## config.mk

```make
export PLATFORM = sky130hd
export DESIGN_NAME = spi_arbiter_flat
export DESIGN_NICKNAME = d
export VERILOG_FILES = /design/src/rtl/spi_pkg.sv /design/src/rtl/spi_arbiter_if.sv /design/src/rtl/rr_arbiter.sv /design/src/rtl/spi_arbiter.sv /design/src/flat_wrapper.sv
export SDC_FILE = /design/constraint.sdc
export NUM_CORES = 1
export LEC_CHECK = 0
export BUFFER_PORTS_ARGS = -buffer_cell sky130_fd_sc_hd__buf_2
export CAP_MARGIN = 20
export CORE_ASPECT_RATIO = 0.9
export CORE_MARGIN = 4
export CORE_UTILIZATION = 52
export DETAILED_ROUTE_END_ITERATION = 7
export GPL_ROUTABILITY_DRIVEN = 0
export PLACE_DENSITY = 0.91
export SLEW_MARGIN = 25
export SYNTH_ARGS = -nofsm -noshare
export SYNTH_HDL_FRONTEND = slang
export SYNTH_SLANG_ARGS = --single-unit
```

## constraint.sdc

```tcl
create_clock -name clk -period 4.6 [get_ports clk]
set_input_delay 0.23 -clock clk [delete_from_list [all_inputs] [get_ports clk]]
set_output_delay 0.23 -clock clk [all_outputs]
set_load 0.05 [all_outputs]
```

## src/rtl/spi_pkg.sv

```systemverilog
// Shared types and defaults for the SPI round-robin arbiter.
package spi_pkg;

  localparam int unsigned DEF_NUM_REQ = 4;
  localparam int unsigned DEF_DATA_W  = 8;
  localparam int unsigned DEF_TIMEOUT = 256;

  typedef enum logic [2:0] {
    IDLE,
    GRANT,
    START,
    WAIT,
    DONE
  } arb_state_t;

  // Width of an index into n requesters; never below one bit.
  function automatic int unsigned idx_w(input int unsigned n);
    return (n > 1) ? 32'($clog2(n)) : 32'd1;
  endfunction

endpackage

```

## src/rtl/spi_arbiter_if.sv

```systemverilog
// Requester-side handshake plus SPI master hookup for spi_arbiter.
interface spi_arbiter_if
  import spi_pkg::*;
#(
  parameter int unsigned NUM_REQ = DEF_NUM_REQ,
  parameter int unsigned DATA_W  = DEF_DATA_W
);

  logic [NUM_REQ-1:0]        req_valid;
  logic [NUM_REQ*DATA_W-1:0] req_data;
  logic [NUM_REQ-1:0]        req_ready;
  logic [NUM_REQ-1:0]        req_done;
  logic [NUM_REQ-1:0]        req_err;
  logic                      spi_tx_en;
  logic [DATA_W-1:0]         spi_din;
  logic                      spi_done;
  logic                      spi_cs;
  logic [NUM_REQ-1:0]        cs_n;

  // Arbiter side.
  modport slave (
    input  req_valid, req_data, spi_done, spi_cs,
    output req_ready, req_done, req_err, spi_tx_en, spi_din, cs_n
  );

  // Requesters and SPI master side.
  modport master (
    output req_valid, req_data, spi_done, spi_cs,
    input  req_ready, req_done, req_err, spi_tx_en, spi_din, cs_n
  );

endinterface

```

## src/rtl/rr_arbiter.sv

```systemverilog
// Combinational round-robin pick: first set request after ptr, wrapping.
module rr_arbiter
  import spi_pkg::*;
#(
  parameter int unsigned N = DEF_NUM_REQ
) (
  input  logic [N-1:0]          req,
  input  logic [idx_w(N)-1:0]   ptr,
  output logic [idx_w(N)-1:0]   grant,
  output logic                  any_req
);

  localparam int unsigned IDX_W = idx_w(N);

  logic        found;
  int unsigned idx;

  always_comb begin
    grant = '0;
    found = 1'b0;
    idx   = 0;
    for (int unsigned k = 1; k <= N; k++) begin
      idx = (32'(ptr) + k) % N;
      if (!found && req[IDX_W'(idx)]) begin
        grant = IDX_W'(idx);
        found = 1'b1;
      end
    end
  end

  assign any_req = |req;

endmodule

```

## src/rtl/spi_arbiter.sv

```systemverilog
// Round-robin arbiter sharing one SPI master among NUM_REQ requesters,
// with per-transfer timeout and per-slave chip-select steering.
module spi_arbiter
  import spi_pkg::*;
#(
  parameter int unsigned NUM_REQ = DEF_NUM_REQ,
  parameter int unsigned DATA_W  = DEF_DATA_W,
  parameter int unsigned TIMEOUT = DEF_TIMEOUT
) (
  input logic         clk,
  input logic         rst,
  spi_arbiter_if.slave bus
);

  localparam int unsigned IDX_W = idx_w(NUM_REQ);
  localparam int unsigned CNT_W = $clog2(TIMEOUT + 1);
  // Last WAIT cycle: its increment would bring the counter to TIMEOUT-1.
  localparam logic [CNT_W-1:0] CNT_FINAL = CNT_W'(TIMEOUT - 2);
  localparam logic [CNT_W-1:0] CNT_MAX   = CNT_W'(TIMEOUT);

  arb_state_t         state_q, state_d;
  logic [IDX_W-1:0]   g_q, g_d;
  logic [IDX_W-1:0]   ptr_q, ptr_d;
  logic [CNT_W-1:0]   cnt_q, cnt_d;
  logic [DATA_W-1:0]  din_q, din_d;
  logic [NUM_REQ-1:0] ready_q, ready_d;
  logic [NUM_REQ-1:0] done_q, done_d;
  logic [NUM_REQ-1:0] err_q, err_d;
  logic               tx_en_q, tx_en_d;

  logic [IDX_W-1:0]   win;
  logic               any_req;
  logic [NUM_REQ-1:0] g_onehot;
  logic [NUM_REQ-1:0] cs_n_c;

  rr_arbiter #(.N(NUM_REQ)) u_rr (
    .req     (bus.req_valid),
    .ptr     (ptr_q),
    .grant   (win),
    .any_req (any_req)
  );

  assign g_onehot = NUM_REQ'(1) << g_q;

  always_ff @(posedge clk) begin
    if (rst) begin
      state_q <= IDLE;
      g_q     <= '0;
      ptr_q   <= IDX_W'(NUM_REQ - 1);
      cnt_q   <= '0;
      din_q   <= '0;
      ready_q <= '0;
      done_q  <= '0;
      err_q   <= '0;
      tx_en_q <= 1'b0;
    end else begin
      state_q <= state_d;
      g_q     <= g_d;
      ptr_q   <= ptr_d;
      cnt_q   <= cnt_d;
      din_q   <= din_d;
      ready_q <= ready_d;
      done_q  <= done_d;
      err_q   <= err_d;
      tx_en_q <= tx_en_d;
    end
  end

  // Pulses are decoded on the transition so they appear in the target state.
  always_comb begin
    state_d = state_q;
    g_d     = g_q;
    ptr_d   = ptr_q;
    cnt_d   = cnt_q;
    din_d   = din_q;
    ready_d = '0;
    done_d  = '0;
    err_d   = '0;
    tx_en_d = 1'b0;
    case (state_q)
      IDLE: begin
        if (any_req) begin
          g_d     = win;
          ready_d = NUM_REQ'(1) << win;
          state_d = GRANT;
        end
      end
      GRANT: begin
        din_d   = bus.req_data[32'(g_q) * DATA_W +: DATA_W];
        tx_en_d = 1'b1;
        state_d = START;
      end
      START: begin
        cnt_d   = '0;
        state_d = WAIT;
      end
      WAIT: begin
        cnt_d = (cnt_q == CNT_MAX) ? cnt_q : cnt_q + CNT_W'(1);
        if (bus.spi_done) begin
          done_d  = g_onehot;
          state_d = DONE;
        end else if (cnt_q == CNT_FINAL) begin
          err_d   = g_onehot;
          ptr_d   = g_q;
          state_d = IDLE;
        end
      end
      DONE: begin
        ptr_d   = g_q;
        state_d = IDLE;
      end
      default: state_d = IDLE;
    endcase
  end

  // Chip select passes through only to the granted slave while it owns the bus.
  always_comb begin
    cs_n_c = '1;
    if (state_q inside {START, WAIT, DONE}) begin
      cs_n_c[g_q] = bus.spi_cs;
    end
  end

  assign bus.req_ready = ready_q;
  assign bus.req_done  = done_q;
  assign bus.req_err   = err_q;
  assign bus.spi_tx_en = tx_en_q;
  assign bus.spi_din   = din_q;
  assign bus.cs_n      = cs_n_c;

endmodule

```

## src/flat_wrapper.sv

```systemverilog
// flat-port wrapper written by rule: the top's interface ports become plain ports
module spi_arbiter_flat import spi_pkg::*;
#(
  parameter int unsigned NUM_REQ = DEF_NUM_REQ,
  parameter int unsigned DATA_W  = DEF_DATA_W,
  parameter int unsigned TIMEOUT = DEF_TIMEOUT
)
  (clk, rst, bus_req_valid, bus_req_data, bus_spi_done, bus_spi_cs, bus_req_ready, bus_req_done, bus_req_err, bus_spi_tx_en, bus_spi_din, bus_cs_n);
  spi_arbiter_if #(.NUM_REQ(NUM_REQ), .DATA_W(DATA_W)) bus_i ();
  input logic clk;
  input logic rst;
  input wire logic [$bits(bus_i.req_valid)-1:0] bus_req_valid;
  input wire logic [$bits(bus_i.req_data)-1:0] bus_req_data;
  input wire logic [$bits(bus_i.spi_done)-1:0] bus_spi_done;
  input wire logic [$bits(bus_i.spi_cs)-1:0] bus_spi_cs;
  output wire logic [$bits(bus_i.req_ready)-1:0] bus_req_ready;
  output wire logic [$bits(bus_i.req_done)-1:0] bus_req_done;
  output wire logic [$bits(bus_i.req_err)-1:0] bus_req_err;
  output wire logic [$bits(bus_i.spi_tx_en)-1:0] bus_spi_tx_en;
  output wire logic [$bits(bus_i.spi_din)-1:0] bus_spi_din;
  output wire logic [$bits(bus_i.cs_n)-1:0] bus_cs_n;
  assign bus_i.req_valid = bus_req_valid;
  assign bus_i.req_data = bus_req_data;
  assign bus_i.spi_done = bus_spi_done;
  assign bus_i.spi_cs = bus_spi_cs;
  assign bus_req_ready = bus_i.req_ready;
  assign bus_req_done = bus_i.req_done;
  assign bus_req_err = bus_i.req_err;
  assign bus_spi_tx_en = bus_i.spi_tx_en;
  assign bus_spi_din = bus_i.spi_din;
  assign bus_cs_n = bus_i.cs_n;
  spi_arbiter #(.NUM_REQ(NUM_REQ), .DATA_W(DATA_W), .TIMEOUT(TIMEOUT)) u_core (.clk(clk), .rst(rst), .bus(bus_i));
endmodule
```

* Word level (Yosys, flattened, before mapping)
Cells that the tools add are included.
** Storage, ports and cells
- Logic and storage cells :: 88
- Register bits :: 37
- Input bits :: 40
** Cells by class
- Multiplexer cells :: 28
- Equality and inequality tests :: 11
- Magnitude comparators :: 6
- Add/sub/neg operators :: 5
- Reduce and logical (&&, ||, !) cells :: 19
- Shift operators :: 3
- Bitwise operators :: 7
** Operators by type and width (count)
- $shiftx 32x6->8 :: 1
- $pmux 9 s2 :: 1
- $lt 2x3->1 const B :: 5
- $mux 2 :: 6
- $pmux 3 s4 :: 1
- $add 9x1->9 const B :: 1
- $eq 9x8->1 const B :: 1
- $eq 9x9->1 const B :: 1
- $mux 1 :: 9
- $mux 3 :: 3
- $mux 9 :: 1
- $bmux 1 s2 :: 4
- $reduce_or 4->1 :: 2
- $shl 1x2->4 const A :: 2
- $eq 3x2->1 const B :: 2
- $reduce_and 2->1 :: 3
- $reduce_or 3->1 :: 2
- $not 1->1 :: 5
- $add 2x1->2 const B :: 2
- $add 2x2->2 const B :: 2
- $logic_and 1x1->1 :: 4
- $mux 4 :: 1
- $ne 2x1->1 const B :: 2
- $ne 2x2->1 const B :: 2
- other kinds (13) :: 16

* Depth between registers and ports, before layout
Gate-level depths: netlist of the first run.
- Word-level depth :: 14
- Mapped depth :: 6

* Modules after synthesis
Synthesis of the first run repeated with hierarchy kept, for this count alone.
** Second synthesis, totals
- Cell total of the unflattened synthesis :: 196
- Area, all modules :: 1816.7 um^2
** By module, submodules not included
- spi_arbiter :: times used 1, cells an instance 182, area an instance 1735.4 um^2
- rr_arbiter :: times used 1, cells an instance 14, area an instance 81.3 um^2

* Least setup slack after synthesis of the first run
Ideal clock, no wire load.
- Kind :: reg-to-output
- Start :: register u_core.state_q[1]
- End :: output bus_cs_n[2]
- Cell stages (with the launch flop) :: 6
- Arrival :: 1.356 ns
- Path buffers :: 1
- Path slack :: 3.014 ns
- Cell sequence :: dfxtp_1 clkbuf_2 nor2_1 nand2_1 a21oi_1 nand3b_1
** Between the ends
- Longest elaborated chain between the ends :: 3
- Elaborated cells between the ends (all ways) :: 5
- Those cells by class :: 3 x eq/ne; 1 x mux; 1 x reduce/logical
** RTL lines
- start, declared :: line spi_arbiter.sv:21 : arb_state_t state_q, state_d;
- start signal, assigned :: line spi_arbiter.sv:57 : state_q <= state_d;
- $eq 3x2->1 / $eq 3x3->1 (equally long branches) :: line spi_arbiter.sv:119 : if (state_q inside {START, WAIT, DONE}) begin
- $reduce_bool 3->1 * :: line spi_arbiter.sv:119
- $mux 4 * :: line spi_arbiter.sv:119
- end, declared :: line flat_wrapper.sv:21 : output wire logic [$bits(bus_i.cs_n)-1:0] bus_cs_n;
Mark *: on every way between the ends. The rest lies on a longest branch, timed or not.

* Worst setup path in the final report of the first run
- Start :: register u_core.state_q[0]
- End :: output bus_cs_n[1]
Same word-level chain as after synthesis.

==> results of run 1 <==
==> state kept, by name, summed over array words and instances, names as in the netlist <==
register and flops:
u_core.bus.req_done 4, u_core.bus.req_err 4, u_core.bus.req_ready 4, u_core.bus.spi_din 8, u_core.bus.spi_tx_en 1, u_core.cnt_q 9
u_core.g_q 2, u_core.ptr_q 2, u_core.state_q 3
==> worst reg2reg max path, cell delays in order, from the launching register on <==
cell	delay (ps)
dfxtp_1	480
inv_1	110
ha_1	200
and4b_1	180
nand3_1	250
a21boi_0	160
a311o_1	330
==> layout by cell type, fill, tap and decap left out, drive strengths merged, types with 6 or more instances in the layout <==
master	n
nor2	18
inv	7
xor2	6
mux4	8
buf	64
a21oi	12
nand2	28
dfxtp	37
nand4	6
==> per-stage QoR <==
| stage | setup WS (ps) | hold WS, ps | utilization | power [W] | instances |
|---|---|---|---|---|---|
| 5_1_grt | 2400 | 248 | 0.689 | 0.000734 | 295 |
| 3_5_place_dp | 2820 | 447 | 0.661 | 0.000486 | 287 |
| 3_3_place_gp | 2870 | 438 | 0.661 | 0.000482 | 287 |
| 4_1_cts | 2590 | 247 | 0.689 | 0.000704 | 295 |
| 6_report | 2580 | 254 | 0.689 | 0.000699 | 295 |
| 2_1_floorplan | 3010 | 387 | - | 0.000448 | 192 |
==> routing by layer <==
metal	part of all wire	GRT usage	vias to the layer above
li1	-	-	804
met1	0.41	0.242	762
met2	0.48	0.304	76
met3	0.085	0.0747	11
met4	0.027	0.107	0
met5	0	0	-
==> area by class of cell <==
class                   instances  area [um^2]  share of cell area
clock buffers                   5         68.8              0.0316
clock inverters                 3         17.5             0.00805
inverters                       7         26.3              0.0121
multi-input cells             137          951               0.437
flip-flops and latches         37          741               0.340
well taps                      42         52.6              0.0241
repair buffers                 64          320               0.147
==> kinds of logic (layout without fill, tap and decap cells) <==
family          count (synthesis)  in the layout
compound gates                 28             28
xor+xnor                        6              6
fa+ha+maj                       3              3
buf+inv                        18             79
flops                          37             37
mux                             9              9
simple gates                   91             91
==> power by group through the flow <==
stage | Sequential (W) | Clock (W) | Combinational, W
final | 0.000353 | 0.000220 | 0.000126
after global routing | 0.000356 | 0.000242 | 0.000137
after CTS | 0.000353 | 0.000224 | 0.000126
after detailed placement | 0.000360 | 0 | 0.000126
after global placement | 0.000359 | 0 | 0.000123
after floorplan | 0.000374 | 0 | 0.0000739
==> final timing paths <==
kind / startpoint / cells after the start / end / slack (ps)
worst max register to register: u_core.cnt_q[0] / 6 / u_core.ptr_q[1] / 2790
worst min-delay path: bus_spi_done / 3 / u_core.state_q[1] / 250
worst min register to register: u_core.bus.spi_din[6] / 2 / u_core.bus.spi_din[6] / 450
worst max-delay path: u_core.state_q[0] / 5 / bus_cs_n[1] / 2580
==> metrics.md, run 1 <==
| Metric | Value |
|---|---|
| Status | `completed` |
| Final TNS setup | `0 ps` |
| CP delay by family, top | `simple AND/OR/NAND/NOR gates` |
| Initial antenna violation count | `0` |
| TritonCTS clock tree | `built` |
| Seq pwr share | `0.505` |
| Sw frac | `0.300` |
| Postcts setup bufs | `0` |
| Critical Path RT | `4370 ps` |
| Detail Placement HPWL | `3290 um` |
| CP max FO | `13` |
| Slowest stage delay, CP | `430 ps` |
| Relative slew slack | `0.446` |
| Worst Setup Path Type | `reg -> out` |
| Die W | `69.4 um` |
| Area Overhead vs Synth | `23.4%` |
| Post-synth top area share | `0.420` |
| Synth warnings | `0` |
| Synth Area per Inst | `9.19 um^2` |
| Critical Path Source Type | `register` |
| Synthesized area | `1760 um^2` |
| Vias in the first global route | `1526` |
| Internal | `0.000489 W` |
| Port bufs | `64` |
| Root Buffer | `clkbuf_8` |
| Clock power frac | `0.315` |
| Worst skew pair latency | `290 ps` |
| Post-DRT Antenna Nets | `0` |
| Setup-failing EPs final | `0` |
| N_diodes | `0` |
| Final Instance Area | `2180 um^2` |
| DRT Pass-1 Iters | `4` |
| Minimum clock period | `2020 ps` |
| Post-Syn Instances | `192` |
| Largest net degree at the start of global routing | `24` |
| Core area | `3160 um^2` |
| RSZ-0062 raised after global routing | `no` |
| Flops & latches, synth | `37` |
| Mapped Nets | `235` |
| Pwr dens | `321 nW/um^2` |
| DIE AREA | `4390 um^2` |
| DR WL/cell | `14.7 um` |
| Layout cell share with drive strength beyond 1 | `0.340` |
| Adder-cell share of the synthesized area | `0.0213` |
| Clk slew on worst S/H paths | `70 ps` |
| Std cell rows | `19` |
| Sequential area share after synthesis | `0.420` |
| Vias/cell | `5.60` |
| Async SR Flop Fraction | `0` |
| Routed WL | `4350 um` |
| First-pass GRT wire length | `6960 um` |
| Synth cell count leaders | `37 x dfxtp_1, 28 x nand2_1, 18 x nor2_1, 12 x a21oi_1, 8 x mux4_2` |
| Final Slew Violations | `0` |
| Crit path arrival time | `1790 ps` |
| Via count | `1653` |
| Top Ports | `65` |
| Synth area leaders | `dfxtp_1 42%, mux4_2 10%, nand2_1 6.0%` |
| Fin crit share | `0.438` |
| Nets | `295` |
| Main combinational cell family by area after synthesis | `simple AND/OR/NAND/NOR gates` |
| Synth Flop Type | `dfxtp_1` |
| Fill cell count | `246` |
| CP Capture Type | `primary output` |
| Count of cells resized by post-cts repair | `0` |
| Sw Pwr | `0.000210 W` |
| Final clock skew | `3.69 ps` |
| Number of remaining DRC errors | `0` |
| Worst slew pin tran | `829 ps` |
| Worst Hold Class | `in -> reg` |
| Largest area contributor in the netlist | `dfxtp_1` |
| Initial core utilization | `0.558` |
| CTS hold repair buffers | `0` |
| Unique masters post-synth | `43` |
| Initial DRC Count | `78` |
| Die Y-Extent | `63.3 um` |
| WP buf/inv | `1` |
| Bufs on Longest Clock Path | `2` |
| Final hold violation count | `0` |
| Lkg Pwr | `0.943 nW` |
| Max frequency | `496 MHz` |
| Comb pwr share | `0.181` |
| Placed Area | `2090 um^2` |
| Post-synthesis compound-gate area fraction | `0.0986` |
| TritonCTS buffer count | `5` |
| Max-Cap Viols | `0` |
| H-tree level count | `2` |
| Maximum VDD drop | `0.187 mV` |
| Most common cell in the synthesized netlist | `dfxtp_1` |
| Post-Synth Simple-Gate Area | `0.282` |
| Xor/xnor share of the synthesized area | `0.0298` |
| Congestion Overflow GR | `0` |
| EDFF count, synth | `0` |
| Slowest stage cell on the critical path | `dfxtp_1` |
| Crit-path cells | `nor2_1, nand2_1, a21oi_1, nand3b_1, buf_2` |
| Overall routing resource usage | `0.199` |
| Multiplexer area fraction after synthesis | `0.108` |
| Sink Count | `37` |
No activity file was read; power rests on OpenSTA's default activity.
==> inputs of run 2 (changes only) <==
--- a/config.mk
+++ b/config.mk
@@ -9,10 +9,10 @@
 export CAP_MARGIN = 20
 export CORE_ASPECT_RATIO = 0.9
 export CORE_MARGIN = 4
-export CORE_UTILIZATION = 52
+export CORE_UTILIZATION = 44
 export DETAILED_ROUTE_END_ITERATION = 7
 export GPL_ROUTABILITY_DRIVEN = 0
-export PLACE_DENSITY = 0.91
+export PLACE_DENSITY = 0.82
 export SLEW_MARGIN = 25
 export SYNTH_ARGS = -nofsm -noshare
 export SYNTH_HDL_FRONTEND = slang
==> constraint.sdc (replaced) <==
create_clock -name clk -period 1.6 [get_ports clk]
set_input_delay 0.08 -clock clk [delete_from_list [all_inputs] [get_ports clk]]
set_output_delay 0.08 -clock clk [all_outputs]
set_load 0.05 [all_outputs]
==> run 2 against run 1 <==
Sequential share of layout area is 2.0 points lower. Clock skew is 3.4 ps higher. Setup slack worse by 2500 ps. Critical path type unchanged. Clock power grew to 3.7 times the previous value. Sequential power grew to 2.8 times the previous value.
==> metrics.md, run 2 (synthesis results as in run 1) <==
| Metric | Value |
|---|---|
| Top Ports | `65` |
| Minimum clock period | `1540 ps` |
| DRT Pass-1 Iters | `4` |
| Final Slew Violations | `0` |
| TritonCTS clock tree | `built` |
| Vias/cell | `5.36` |
| WL met3 | `314 um` |
| Detail Placement HPWL | `3160 um` |
| First-pass GRT wire length | `6260 um` |
| Worst slew pin tran | `715 ps` |
| Initial DRC Count | `74` |
| Crit path arrival time | `1460 ps` |
| Die W | `74.7 um` |
| Final clock skew | `7.06 ps` |
| Initial core utilization | `0.466` |
| Overall routing resource usage | `0.163` |
| Congestion Overflow GR | `0` |
| Initial antenna violation count | `0` |
| Post-DRT Antenna Nets | `0` |
| Core area | `3780 um^2` |
| Status | `completed` |
| Crit-path cells | `nor2_2, nand2_2, a21oi_4, nand3b_1, buf_4` |
| Reg with most FFs | `u_core.cnt_q` |
| Bufs on Longest Clock Path | `2` |
| Critical Path Source Type | `register` |
| Largest net degree at the start of global routing | `15` |
| CP Capture Type | `primary output` |
| Flip-flop count of the largest register after layout | `9` |
| Number of remaining DRC errors | `0` |
| Slowest stage cell on the critical path | `dfxtp_2` |
| Area Overhead vs Synth | `31.7%` |
| N_diodes | `0` |
| Slowest stage delay, CP | `370 ps` |
| WP buf/inv | `1` |
| Vias in the first global route | `1426` |
| Worst Setup Path Type | `reg -> out` |
| Fin crit share | `0.965` |
| Max-Cap Viols | `0` |
| H-tree level count | `2` |
| Highest routed layer | `met4` |
| Hold Worst Slack | `121 ps` |
| Final hold violation count | `0` |
| Clk slew on worst S/H paths | `70 ps` |
| Setup-failing EPs final | `0` |
| Relative slew slack | `0.519` |
| Placed cell count | `301` |
| DR WL/cell | `13.5 um` |
| Max frequency | `648 MHz` |
| DIE AREA | `5090 um^2` |
| Worst Hold Class | `in -> reg` |
| Most common cell after layout, fill and taps aside | `buf_2` |
| Maximum VDD drop | `0.410 mV` |
| Worst skew pair latency | `290 ps` |
| Layout cell share with drive strength beyond 1 | `0.388` |
| Sink Count | `37` |
| Std cell rows | `21` |
| M1 WL | `1840 um` |
| CP delay by family, top | `simple AND/OR/NAND/NOR gates` |
| Die Y-Extent | `68.1 um` |
| Post-route core utilization | `0.614` |
| Nets | `305` |
| Routed length on met2 | `1930 um` |
| Critical Path RT | `1520 ps` |
| Root Buffer | `clkbuf_8` |
| Commonest non-fill, non-tap cells in the layout | `62 x buf_2, 35 x dfxtp_1, 27 x nand2_1` |
| Port bufs | `64` |
| Routed WL | `4170 um` |
| Via count | `1657` |
| Pwr dens | `958 nW/um^2` |
| CTS hold repair buffers | `0` |
| Lkg Pwr | `1.02 nW` |
| Non-Filler Instances | `309` |
| TritonCTS buffer count | `5` |
| Postcts setup bufs | `0` |
| Fill cell count | `328` |
| CP max FO | `9` |
run 2: cell count changes in the layout (fill, tap and decap cells not counted), sizes merged:
cell      before  now
buf           64   74
clkbuf         5    7
clkinv         2    0
bufinv         0    1
clkinvlp       1    0
run 2: power breakdown:
| part | leakage, nW | switching (W) | internal [W] |
|---|---|---|---|
| logic | 0.659 | 0.000253 | 0.000172 |
| registers | 0.301 | 0.0000277 | 0.000958 |
| clock network | 0.0585 | 0.000307 | 0.000508 |
| total | 1.02 | 0.000587 | 0.00164 |
run 2: layout make-up:
type / instances / area, um^2 / share of cell area
clock buffer: 7 / 86.3 / 0.0372
clock inverter: 1 / 30.0 / 0.0129
inverter: 7 / 26.3 / 0.0113
multi-input combinational: 137 / 976 / 0.420
sequential: 37 / 743 / 0.320
tap: 46 / 57.6 / 0.0248
timing repair buffer: 74 / 404 / 0.174
run 2: stage by stage:
stage | cell area (um^2) | worst slack (ps) | TNS, ps | power (W)
3_3_place_gp | 2170 | 138 | 0 | 0.00141
5_1_grt | 2320 | -24.0 | -63.9 | 0.00232
4_1_cts | 2300 | 1.53 | 0 | 0.00224
6_report | 2320 | 55.7 | 0 | 0.00223
3_5_place_dp | 2170 | 119 | 0 | 0.00142
2_1_floorplan | 1760 | 50.6 | 0 | 0.00129
run 2: worst reg2reg max path, delay by kind of cell, from the launching register on:
| family | cells | cell delay [ps] |
|---|---|---|
| AO/OA/AOI/OAI | 1 | 150 |
| adder cells (fa/ha/maj) | 1 | 170 |
| buffers and inverters | 1 | 60 |
| flip-flops | 1 | 370 |
| AND/OR/NAND/NOR | 3 | 680 |
run 2: worst paths after layout:
kind / start / to / slack [ps] / cells past startpoint
worst max-delay path: u_core.state_q[1] / bus_cs_n[2] / 60 / 5
worst min-delay path: rst / u_core.bus.spi_din[5] / 120 / 2
worst max register to register: u_core.cnt_q[1] / u_core.cnt_q[2] / 110 / 6
worst min register to register: u_core.bus.spi_din[7] / u_core.bus.spi_din[7] / 450 / 2
run 2: layer usage:
layer / track usage / vias to the layer above
met5: 0 / -
met4: 0.0822 / 0
met3: 0.0382 / 7
met2: 0.258 / 52
met1: 0.209 / 772
li1: - / 826
run 2: repair_timing:
item	4_1_cts	5_1_grt
resized for setup	6	5
gates cloned	0	0
pin swaps	1	1
endpoints found under the setup margin	4	5
==> inputs of run 3 (changes only) <==
--- a/config.mk
+++ b/config.mk
@@ -13,6 +13,7 @@
 export DETAILED_ROUTE_END_ITERATION = 7
 export GPL_ROUTABILITY_DRIVEN = 0
 export PLACE_DENSITY = 0.82
+export RECOVER_POWER = 100
 export SLEW_MARGIN = 25
 export SYNTH_ARGS = -nofsm -noshare
 export SYNTH_HDL_FRONTEND = slang
==> run 3 against run 2 <==
Combinational power is 2% lower. Sequential share of layout area is 0.42 points higher. Global-route usage is the same. Design area fell by 1.3%. Non-clock buffer count unchanged. First-iteration DRC count shrank 1.4%. Cell count is the same. Core utilization decreased by 0.79 points. Setup slack gained 2.4 ps. Maximum frequency is 0.16% higher. Largest power group unchanged. Count of clock-buffer cells in the layout unchanged.
==> metrics.md, run 3 (synthesis results as in run 1) <==
| Metric | Value |
|---|---|
| Grt met1 use | `0.209` |
| Post-DRT Antenna Nets | `0` |
| Congestion Overflow GR | `0` |
| Top Ports | `65` |
| Reg2Reg Launch Point | `u_core.cnt_q[1]` |
| Placed cell count | `301` |
| Initial DRC Count | `73` |
| DR WL/cell | `13.5 um` |
| Final clock skew | `7.06 ps` |
| Area Overhead vs Synth | `30.0%` |
| Detail Placement HPWL | `3160 um` |
| Most common cell after layout, fill and taps aside | `buf_2` |
| Std cell rows | `21` |
| N_diodes | `0` |
| Clock power frac | `0.367` |
| Non-Filler Instances | `309` |
| Slowest stage delay, CP | `370 ps` |
| Fill cell count | `337` |
| Number of remaining DRC errors | `0` |
| Worst Setup Path Type | `reg -> out` |
| Minimum clock period | `1540 ps` |
| Slowest stage cell on the critical path | `dfxtp_2` |
| Critical Path Source | `u_core.state_q[1]` |
| Flip-flop count of the largest register after layout | `9` |
| Internal | `0.00163 W` |
| Largest net degree at the start of global routing | `15` |
| Port bufs | `64` |
| Critical Path RT | `1520 ps` |
| Sw Pwr | `0.000586 W` |
| Max frequency | `649 MHz` |
| Die W | `74.7 um` |
| Nets | `305` |
| TritonCTS clock tree | `built` |
| Hold Worst Slack | `120 ps` |
| Setup-failing EPs final | `0` |
| Commonest non-fill, non-tap cells in the layout | `41 x buf_2, 35 x dfxtp_1, 27 x nand2_1` |
| Critical Path Source Type | `register` |
| Bufs on Longest Clock Path | `2` |
| Placed Area | `2170 um^2` |
| Vias in the first global route | `1426` |
| Postcts setup bufs | `0` |
| TritonCTS buffer count | `5` |
| Sequential Area | `743 um^2` |
| Maximum VDD drop | `0.410 mV` |
| CP Capture Type | `primary output` |
| Area occupied by multi-input gates | `976 um^2` |
| Max-Cap Viols | `0` |
| Routed WL | `4180 um` |
| CP max FO | `9` |
| Root Buffer | `clkbuf_8` |
| Comb pwr share | `0.188` |
| Status | `completed` |
| Worst slew pin tran | `716 ps` |
| Worst Hold Class | `in -> reg` |
| GR Layer Usage met3 | `0.0382` |
| Worst skew pair latency | `290 ps` |
| Via count | `1649` |
| Met2 Use GR | `0.258` |
| Initial core utilization | `0.466` |
| Overall routing resource usage | `0.163` |
| Layout cell share with drive strength beyond 1 | `0.304` |
| Final Instance Area | `2290 um^2` |
| Crit-path cells | `nor2_2, nand2_2, a21oi_4, nand3b_1, buf_4` |
| Lkg Pwr | `0.926 nW` |
| Pwr dens | `966 nW/um^2` |
| First-pass GRT wire length | `6260 um` |
| Sw frac | `0.264` |
| Core area | `3780 um^2` |
| Die Y-Extent | `68.1 um` |
| Power Total | `0.00222 W` |
| DIE AREA | `5090 um^2` |
| Seq pwr share | `0.445` |
| Fin crit share | `0.964` |
| GR peak layer | `met2` |
| Final hold violation count | `0` |
| Clk slew on worst S/H paths | `70 ps` |
| Relative slew slack | `0.517` |
| Initial antenna violation count | `0` |
| H-tree level count | `2` |
| Crit path arrival time | `1460 ps` |
| Sink Count | `37` |
| DRT Pass-1 Iters | `4` |
| Final Slew Violations | `0` |
| Vias/cell | `5.34` |
| Beginning of the worst hold path | `rst` |
| Final TNS setup | `0 ps` |
| Reg with most FFs | `u_core.cnt_q` |
==> run 3: cell count changes in the layout (fill, tap and decap cells not counted) <==
cell,before,now
clkbuf_1,1,23
buf_4,11,10
buf_2,62,41
o21ai_1,1,0
o21ai_0,2,3
==> run 3: per-layer routing <==
layer  share of wire  up-vias
met2            0.46       52
met3           0.074        7
met4           0.018        0
li1                -      826
met1            0.45      764
met5               0        -
==> run 3: repair_timing <==
item | in CTS | in global routing
pin swaps | 1 | 1
gates resized for setup | 6 | 5
setup endpoints to repair | 4 | 5
hold buffers | 0 | 0
==> run 3: critical path, delay by kind of cell, from the launching register on <==
kind                   cells  cell delay (ps)
DFF                        1              370
and+or+nand+nor            3              390
AOI/OAI and AO/OA          1              210
buffers and inverters      1              210
==> run 3: area by class of cell <==
cell class | instances | area share
multi-input combinational | 137 | 0.426
clock buffer | 7 | 0.0376
timing repair buffer | 74 | 0.163
clock inverter | 1 | 0.0131
tap | 46 | 0.0251
sequential | 37 | 0.324
inverter | 7 | 0.0115
==> run 3: path summary, 6_finish.rpt <==
check	to	slack (ps)	cells past startpoint
setup / recovery	bus_cs_n[2]	60	5
hold reg to reg	u_core.bus.spi_din[7]	460	2
setup reg to reg	u_core.cnt_q[2]	110	6
hold / removal	u_core.bus.spi_din[2]	120	2
==> run 3: per-stage QoR <==
step,worst slack (ps),utilization
6_report,58.1,0.606
5_1_grt,-23.9,0.606
4_1_cts,1.53,0.608
3_5_place_dp,119,0.574
3_3_place_gp,138,0.574
2_1_floorplan,50.6,-
==> run 3: power by group through the flow <==
| stage | sequential (W) | clock [W] | combinational, W |
|---|---|---|---|
| CTS | 0.000985 | 0.000834 | 0.000422 |
| detailed placement | 0.00100 | 0 | 0.000415 |
| global route | 0.000992 | 0.000870 | 0.000451 |
| floorplan | 0.00108 | 0 | 0.000212 |
| global placement | 0.00100 | 0 | 0.000407 |
| finish | 0.000987 | 0.000813 | 0.000417 |
